### config.mk
export PLATFORM = sky130hd
export DESIGN_NAME = seq_detect_ctrl_flat
export DESIGN_NICKNAME = d
export VERILOG_FILES = /design/src/rtl/seq_detect_ctrl_if.sv /design/src/rtl/seq_detect_ctrl.sv /design/src/flat_wrapper.sv
export SDC_FILE = /design/constraint.sdc
export NUM_CORES = 1
export LEC_CHECK = 0
export BUFFER_PORTS_ARGS = -buffer_cell sky130_fd_sc_hd__buf_2
export CORE_UTILIZATION = 54
export DETAILED_ROUTE_END_ITERATION = 8
export PLACE_DENSITY_LB_ADDON = 0.05
export SYNTH_ARGS = -nofsm -noshare
export SYNTH_HDL_FRONTEND = slang
export SYNTH_SLANG_ARGS = --single-unit
export TNS_END_PERCENT = 100
### constraint.sdc
create_clock -name clk -period 1.97 [get_ports clk]
set_input_delay 0.394 -clock clk [delete_from_list [all_inputs] [get_ports clk]]
set_output_delay 0.394 -clock clk [all_outputs]
set_load 0.01 [all_outputs]
### src/rtl/seq_detect_ctrl_if.sv
// seq_detect_ctrl_if: command, detector-link and result signals of the 1011 job sequencer
interface seq_detect_ctrl_if #(parameter int DATA_W = 16, parameter int CNT_W = 5);
  logic              start;
  logic              abort;
  logic [DATA_W-1:0] data_in;
  logic              busy;
  logic              det_rst;
  logic              ser_out;
  logic              ser_valid;
  logic              det_y;
  logic [CNT_W-1:0]  match_cnt;
  logic [CNT_W-1:0]  first_pos;
  logic              found;
  logic              done;
  modport master (output start, abort, data_in, det_y,
                  input busy, det_rst, ser_out, ser_valid, match_cnt, first_pos, found, done);
  modport slave  (input start, abort, data_in, det_y,
                  output busy, det_rst, ser_out, ser_valid, match_cnt, first_pos, found, done);
endinterface

### src/rtl/seq_detect_ctrl.sv
// seq_detect_ctrl: serializes a captured word into an external Moore 1011 detector and tallies its matches
module seq_detect_ctrl #(
  parameter int DATA_W = 16,
  parameter int CNT_W  = 5
) (
  input logic              clk,
  input logic              rst,
  seq_detect_ctrl_if.slave bus
);
  typedef enum logic [2:0] {IDLE, CLR, SHIFT, DRAIN, DONE} state_t;
  state_t state, nxt;
  logic [DATA_W-1:0] sreg;
  logic [CNT_W-1:0] idx, cnt, first, pos;
  logic fnd, abort_pend, run, kill, accept, last, hit;
  assign run    = state == CLR || state == SHIFT || state == DRAIN;
  assign kill   = run && bus.abort;
  assign accept = state == IDLE && bus.start && !bus.abort;
  assign last   = idx == CNT_W'(DATA_W - 1);
  // the detector's Moore output lags one cycle, so SHIFT i reports bit i-1 and DRAIN reports the last bit
  assign hit    = bus.det_y && ((state == SHIFT && idx != '0) || state == DRAIN);
  assign pos    = state == DRAIN ? CNT_W'(DATA_W - 1) : idx - 1'b1;
  always_ff @(posedge clk or posedge rst)
    if (rst) state <= IDLE;
    else     state <= nxt;
  always_comb begin
    nxt = state;
    unique case (state)
      IDLE:    nxt = accept ? CLR : IDLE;
      CLR:     nxt = kill ? IDLE : SHIFT;
      SHIFT:   nxt = kill ? IDLE : last ? DRAIN : SHIFT;
      DRAIN:   nxt = kill ? IDLE : DONE;
      default: nxt = IDLE;
    endcase
  end
  always_ff @(posedge clk or posedge rst)
    if (rst) begin
      sreg       <= '0;
      idx        <= '0;
      cnt        <= '0;
      first      <= '0;
      fnd        <= 1'b0;
      abort_pend <= 1'b0;
    end else begin
      abort_pend <= kill;
      if (accept) begin
        sreg  <= bus.data_in;
        idx   <= '0;
        cnt   <= '0;
        first <= '0;
        fnd   <= 1'b0;
      end else if (kill) begin
        cnt   <= '0;
        first <= '0;
        fnd   <= 1'b0;
      end else begin
        if (state == SHIFT) begin
          sreg <= sreg << 1;
          idx  <= idx + 1'b1;
        end
        if (hit) begin
          cnt <= cnt == '1 ? cnt : cnt + 1'b1;
          if (!fnd) begin
            fnd   <= 1'b1;
            first <= pos;
          end
        end
      end
    end
  assign bus.busy      = state != IDLE;
  assign bus.det_rst   = state == CLR || abort_pend;
  assign bus.ser_valid = state == SHIFT;
  assign bus.ser_out   = state == SHIFT && sreg[DATA_W-1];
  assign bus.done      = state == DONE;
  assign bus.match_cnt = cnt;
  assign bus.first_pos = first;
  assign bus.found     = fnd;
endmodule

### src/flat_wrapper.sv
// flat-port wrapper written by rule: the top's interface ports become plain ports
module seq_detect_ctrl_flat 
#(
  parameter int DATA_W = 16,
  parameter int CNT_W  = 5
)
  (clk, rst, bus_start, bus_abort, bus_data_in, bus_det_y, bus_busy, bus_det_rst, bus_ser_out, bus_ser_valid, bus_match_cnt, bus_first_pos, bus_found, bus_done);
  seq_detect_ctrl_if #(.DATA_W(DATA_W), .CNT_W(CNT_W)) bus_i ();
  input logic clk;
  input logic rst;
  input wire logic [$bits(bus_i.start)-1:0] bus_start;
  input wire logic [$bits(bus_i.abort)-1:0] bus_abort;
  input wire logic [$bits(bus_i.data_in)-1:0] bus_data_in;
  input wire logic [$bits(bus_i.det_y)-1:0] bus_det_y;
  output wire logic [$bits(bus_i.busy)-1:0] bus_busy;
  output wire logic [$bits(bus_i.det_rst)-1:0] bus_det_rst;
  output wire logic [$bits(bus_i.ser_out)-1:0] bus_ser_out;
  output wire logic [$bits(bus_i.ser_valid)-1:0] bus_ser_valid;
  output wire logic [$bits(bus_i.match_cnt)-1:0] bus_match_cnt;
  output wire logic [$bits(bus_i.first_pos)-1:0] bus_first_pos;
  output wire logic [$bits(bus_i.found)-1:0] bus_found;
  output wire logic [$bits(bus_i.done)-1:0] bus_done;
  assign bus_i.start = bus_start;
  assign bus_i.abort = bus_abort;
  assign bus_i.data_in = bus_data_in;
  assign bus_i.det_y = bus_det_y;
  assign bus_busy = bus_i.busy;
  assign bus_det_rst = bus_i.det_rst;
  assign bus_ser_out = bus_i.ser_out;
  assign bus_ser_valid = bus_i.ser_valid;
  assign bus_match_cnt = bus_i.match_cnt;
  assign bus_first_pos = bus_i.first_pos;
  assign bus_found = bus_i.found;
  assign bus_done = bus_i.done;
  seq_detect_ctrl #(.DATA_W(DATA_W), .CNT_W(CNT_W)) u_core (.clk(clk), .rst(rst), .bus(bus_i));
endmodule
==> impl_metrics.tcl <==
set metrics [dict create \
    run_status "finished clean" \
    ir_worst_vdd_mv 0.5185 \
    clk_transition_reported_paths_ns 0.11 \
    post_cts.repair.setup_buffers 0 \
    cts_max_level 2 \
    core_sq_um 3103 \
    setup-violations-final 0 \
    clock_tree_from_tritoncts "built" \
    postCtsHoldBufs 0 \
    wire_length_of_the_first_global_routing_pass_mm 6.285 \
    number_of_antenna_violations_at_the_first_check_in_global_routing 0 \
    power.total_mw 1.851 \
    synth.avg_cell_area_sq_um 9.148 \
    end_kind "register" \
    yosys_register_bits 36 \
    combinationalPowerShare_pct 23.6 \
    floorplan.rows 20 \
    pin_slew_with_the_least_headroom_to_its_limit_ns 0.4773 \
    maxCapViolCount 0 \
    vias_per_cell 5.498 \
    timing.fmax_ghz 0.5303 \
    critical_path.reg2reg.startpoint "u_core.bus.match_cnt[0]" \
    seq_power_share_pct 52.7 \
    cp_data_required_time_ns 2.25 \
    antenna_cells_inserted 0 \
    starting_density_pct 57.78 \
    area_delta_synth_final_pct 17.24 \
    clk_path_buf_depth 2 \
    synth_cells 196 \
    tritoncts.num_buffers 5 \
    track_usage_pct 24.06 \
    synth_enable_flop_cells 0 \
    dp_hpwl_mm 2.514 \
    unrepaired_setup_endpoints_after_global_routing "yes" \
    chipWidth_microns 59.62 \
    drive_above_1_share_pct 24.26 \
    sw_frac_of_total_pct 30.87 \
    hold_class "input port to asynchronous set/reset pin" \
    overflow 0 \
    fill_cells 296 \
    rr_worst_depth 6 \
    timing_worst_setup_path_type "register to register" \
    chipHeight_microns 59.62 \
    synth_warnings 0 \
    routed_wl_mm 3.594 \
    postLayoutSetupSlackWorst_ns 0.08431 \
    critical_path.reg2reg.endpoint "u_core.bus.match_cnt[3]" \
    portBuffers 36 \
    most_used_flip_flop_cell_after_synthesis "sky130_fd_sc_hd__dfrtp_1" \
    postSynth.asyncResetShare_pct 100.0 \
    fin_crit_sh_pct 95.72 \
    num-nets-final 261 \
    post_synth_num_cell_types 34 \
    worst_skew_pair.late_latency_ns 0.34 \
    timing.final.hold_violations 0 \
    drt_iter0_drc 104 \
    synth_seq_area_share_pct 50.24 \
    synth_area_sq_um 1793 \
    drc 0 \
    gp_routability_congestion 0.7953 \
    vias_in_the_first_global_route 1458 \
    place_ws_ns 0.09854 \
    cell_internal_pwr_mw 1.280 \
    regToRegSetupSlack_ns 0.08 \
    p_clk_share_pct 23.7 \
    max_slew_headroom_pct 68.04 \
    tritoncts_num_sinks 36 \
    ant_nets 0 \
    worstSetupStartpointType "register" \
    via_count 1534 \
    finalClockSkew_ns 0.006581 \
    slew_violations 0 \
    leakage_power_nw 1.034 \
    synthesis.nets 222 \
    io_pins 37 \
    wl_per_cell_microns 12.88 \
    grt_start_max_net_pins 37 \
    p_per_area_nw_per_um2 880.5 \
    clockRootBuffer "sky130_fd_sc_hd__clkbuf_4" \
    final.min_clock_period_ns 1.886 \
    arrival_ns 2.17 \
    detailed_routing_iteration_count_for_the_pre_antenna_repair_pass 4 \
    worstPathMaxFanout 4 \
    p_sw_mw 0.5713 \
    fp.dieArea_sq_um 3555 \
]
-- power groups by stage --
stage	logic (mW)	registers [mW]	clock network [mW]
2_1_floorplan	0.305	0.973	0
3_3_place_gp	0.424	0.977	0
3_5_place_dp	0.440	0.988	0
4_1_cts	0.441	0.974	0.450
5_1_grt	0.503	0.992	0.481
6_report	0.437	0.975	0.439
-- registers in the layout, indices dropped and copies added (netlist names) --
register	count
u_core.sreg	16
u_core.bus.first_pos	5
u_core.bus.match_cnt	5
u_core.idx	5
u_core.state	3
u_core.abort_pend	1
u_core.bus.found	1
-- stage by stage --
step	TNS [ns]	instances	util, %	hold WS, ns	instance area [sq um]
2_1_floorplan	0	196	-	0.4604	1793
3_3_place_gp	0	272	65.28	0.4836	2026
3_5_place_dp	0	272	65.28	0.5023	2026
4_1_cts	0	279	67.38	0.1392	2091
5_1_grt	-0.01705	279	67.74	0.1437	2102
6_report	0	279	67.74	0.1227	2102
-- cells by family (layout without fill, tap and decap cells) --
| logic type | Yosys count | in the layout | share of synthesized area, % |
|---|---|---|---|
| AOI/OAI and AO/OA | 35 | 35 | 13.19 |
| muxes | 1 | 1 | 0.5583 |
| adders and majority gates | 5 | 5 | 3.489 |
| DFF | 36 | 36 | 50.24 |
| and+or+nand+nor | 96 | 96 | 24.98 |
| buffers and inverters | 16 | 55 | 4.117 |
| xor gates and xnor gates | 7 | 7 | 3.419 |
-- cell type report --
class	count	area (sq um)	area share, %
Inverter	5	18.77	0.8929
Clock buffer	7	65.06	3.095
Tap cell	44	55.05	2.619
Sequential cell	36	900.9	42.86
Timing Repair Buffer	43	232.7	11.07
Multi-Input combinational cell	144	829.5	39.46
-- routing by layer --
layer | part of all wire (%) | global-route usage (%) | wire length (microns) | vias up
met2 | 50 | 41.57 | 1793 | 36
li1 | - | - | - | 751
met5 | 0 | 0 | 0 | -
met1 | 44 | 28.79 | 1597 | 743
met4 | 1.2 | 8.306 | 42 | 0
met3 | 4.5 | 6.550 | 161 | 4
-- cell usage in the layout (no fill, tap or decap), types with 6 or more instances in the layout --
cell type and n:
sky130_fd_sc_hd__a31oi_1 15, sky130_fd_sc_hd__buf_2 36, sky130_fd_sc_hd__buf_4 7, sky130_fd_sc_hd__dfrtp_1 36
sky130_fd_sc_hd__nand2_1 40, sky130_fd_sc_hd__nand3_1 6, sky130_fd_sc_hd__nor2_1 31
-- cells in the mapped netlist (all sizes together), types with 3 or more instances --
master | instances | share of area, %
xnor2 | 5 | 2.4
buf | 6 | 2.0
nand3b | 4 | 2.4
nor3b | 3 | 1.5
ha | 5 | 3.5
a31oi | 15 | 5.2
inv | 5 | 1.0
a311oi | 4 | 2.0
and3 | 3 | 1.1
clkbuf | 5 | 1.0
dfrtp | 36 | 50
a21oi | 6 | 1.9
nor2 | 31 | 6.5
nand3 | 6 | 1.7
nor3 | 3 | 0.84
o21ai | 4 | 1.1
nand2 | 40 | 8.4
-- repair_timing --
item / 4_1_cts / 5_1_grt
resized for setup: 0 / 2
hold endpoints to repair: 0 / 0
endpoints found under the setup margin: 0 / 4
-- worst max-delay path, stage by stage, from the launching register on --
cell and delay, ns:
sky130_fd_sc_hd__dfrtp_1 0.44, sky130_fd_sc_hd__ha_2 0.21, sky130_fd_sc_hd__and3_1 0.19, sky130_fd_sc_hd__ha_1 0.21
sky130_fd_sc_hd__a211o_1 0.27, sky130_fd_sc_hd__or3_1 0.37, sky130_fd_sc_hd__a21oi_2 0.13
-- worst max-delay path by stage --
| stage | from | end | slack [ns] |
|---|---|---|---|
| after floorplan | u_core.bus.match_cnt[0] | u_core.bus.match_cnt[3] | 0.15 |
| after global placement | u_core.bus.match_cnt[0] | u_core.bus.match_cnt[3] | 0.17 |
| after detailed placement | u_core.bus.match_cnt[0] | u_core.bus.match_cnt[3] | 0.1 |
| after CTS | u_core.bus.match_cnt[0] | u_core.bus.match_cnt[3] | 0.07 |
| after global routing | u_core.bus.match_cnt[0] | u_core.bus.match_cnt[3] | -0.02 |
| final | u_core.bus.match_cnt[0] | u_core.bus.match_cnt[3] | 0.08 |
(Power assumes the default switching activity.)
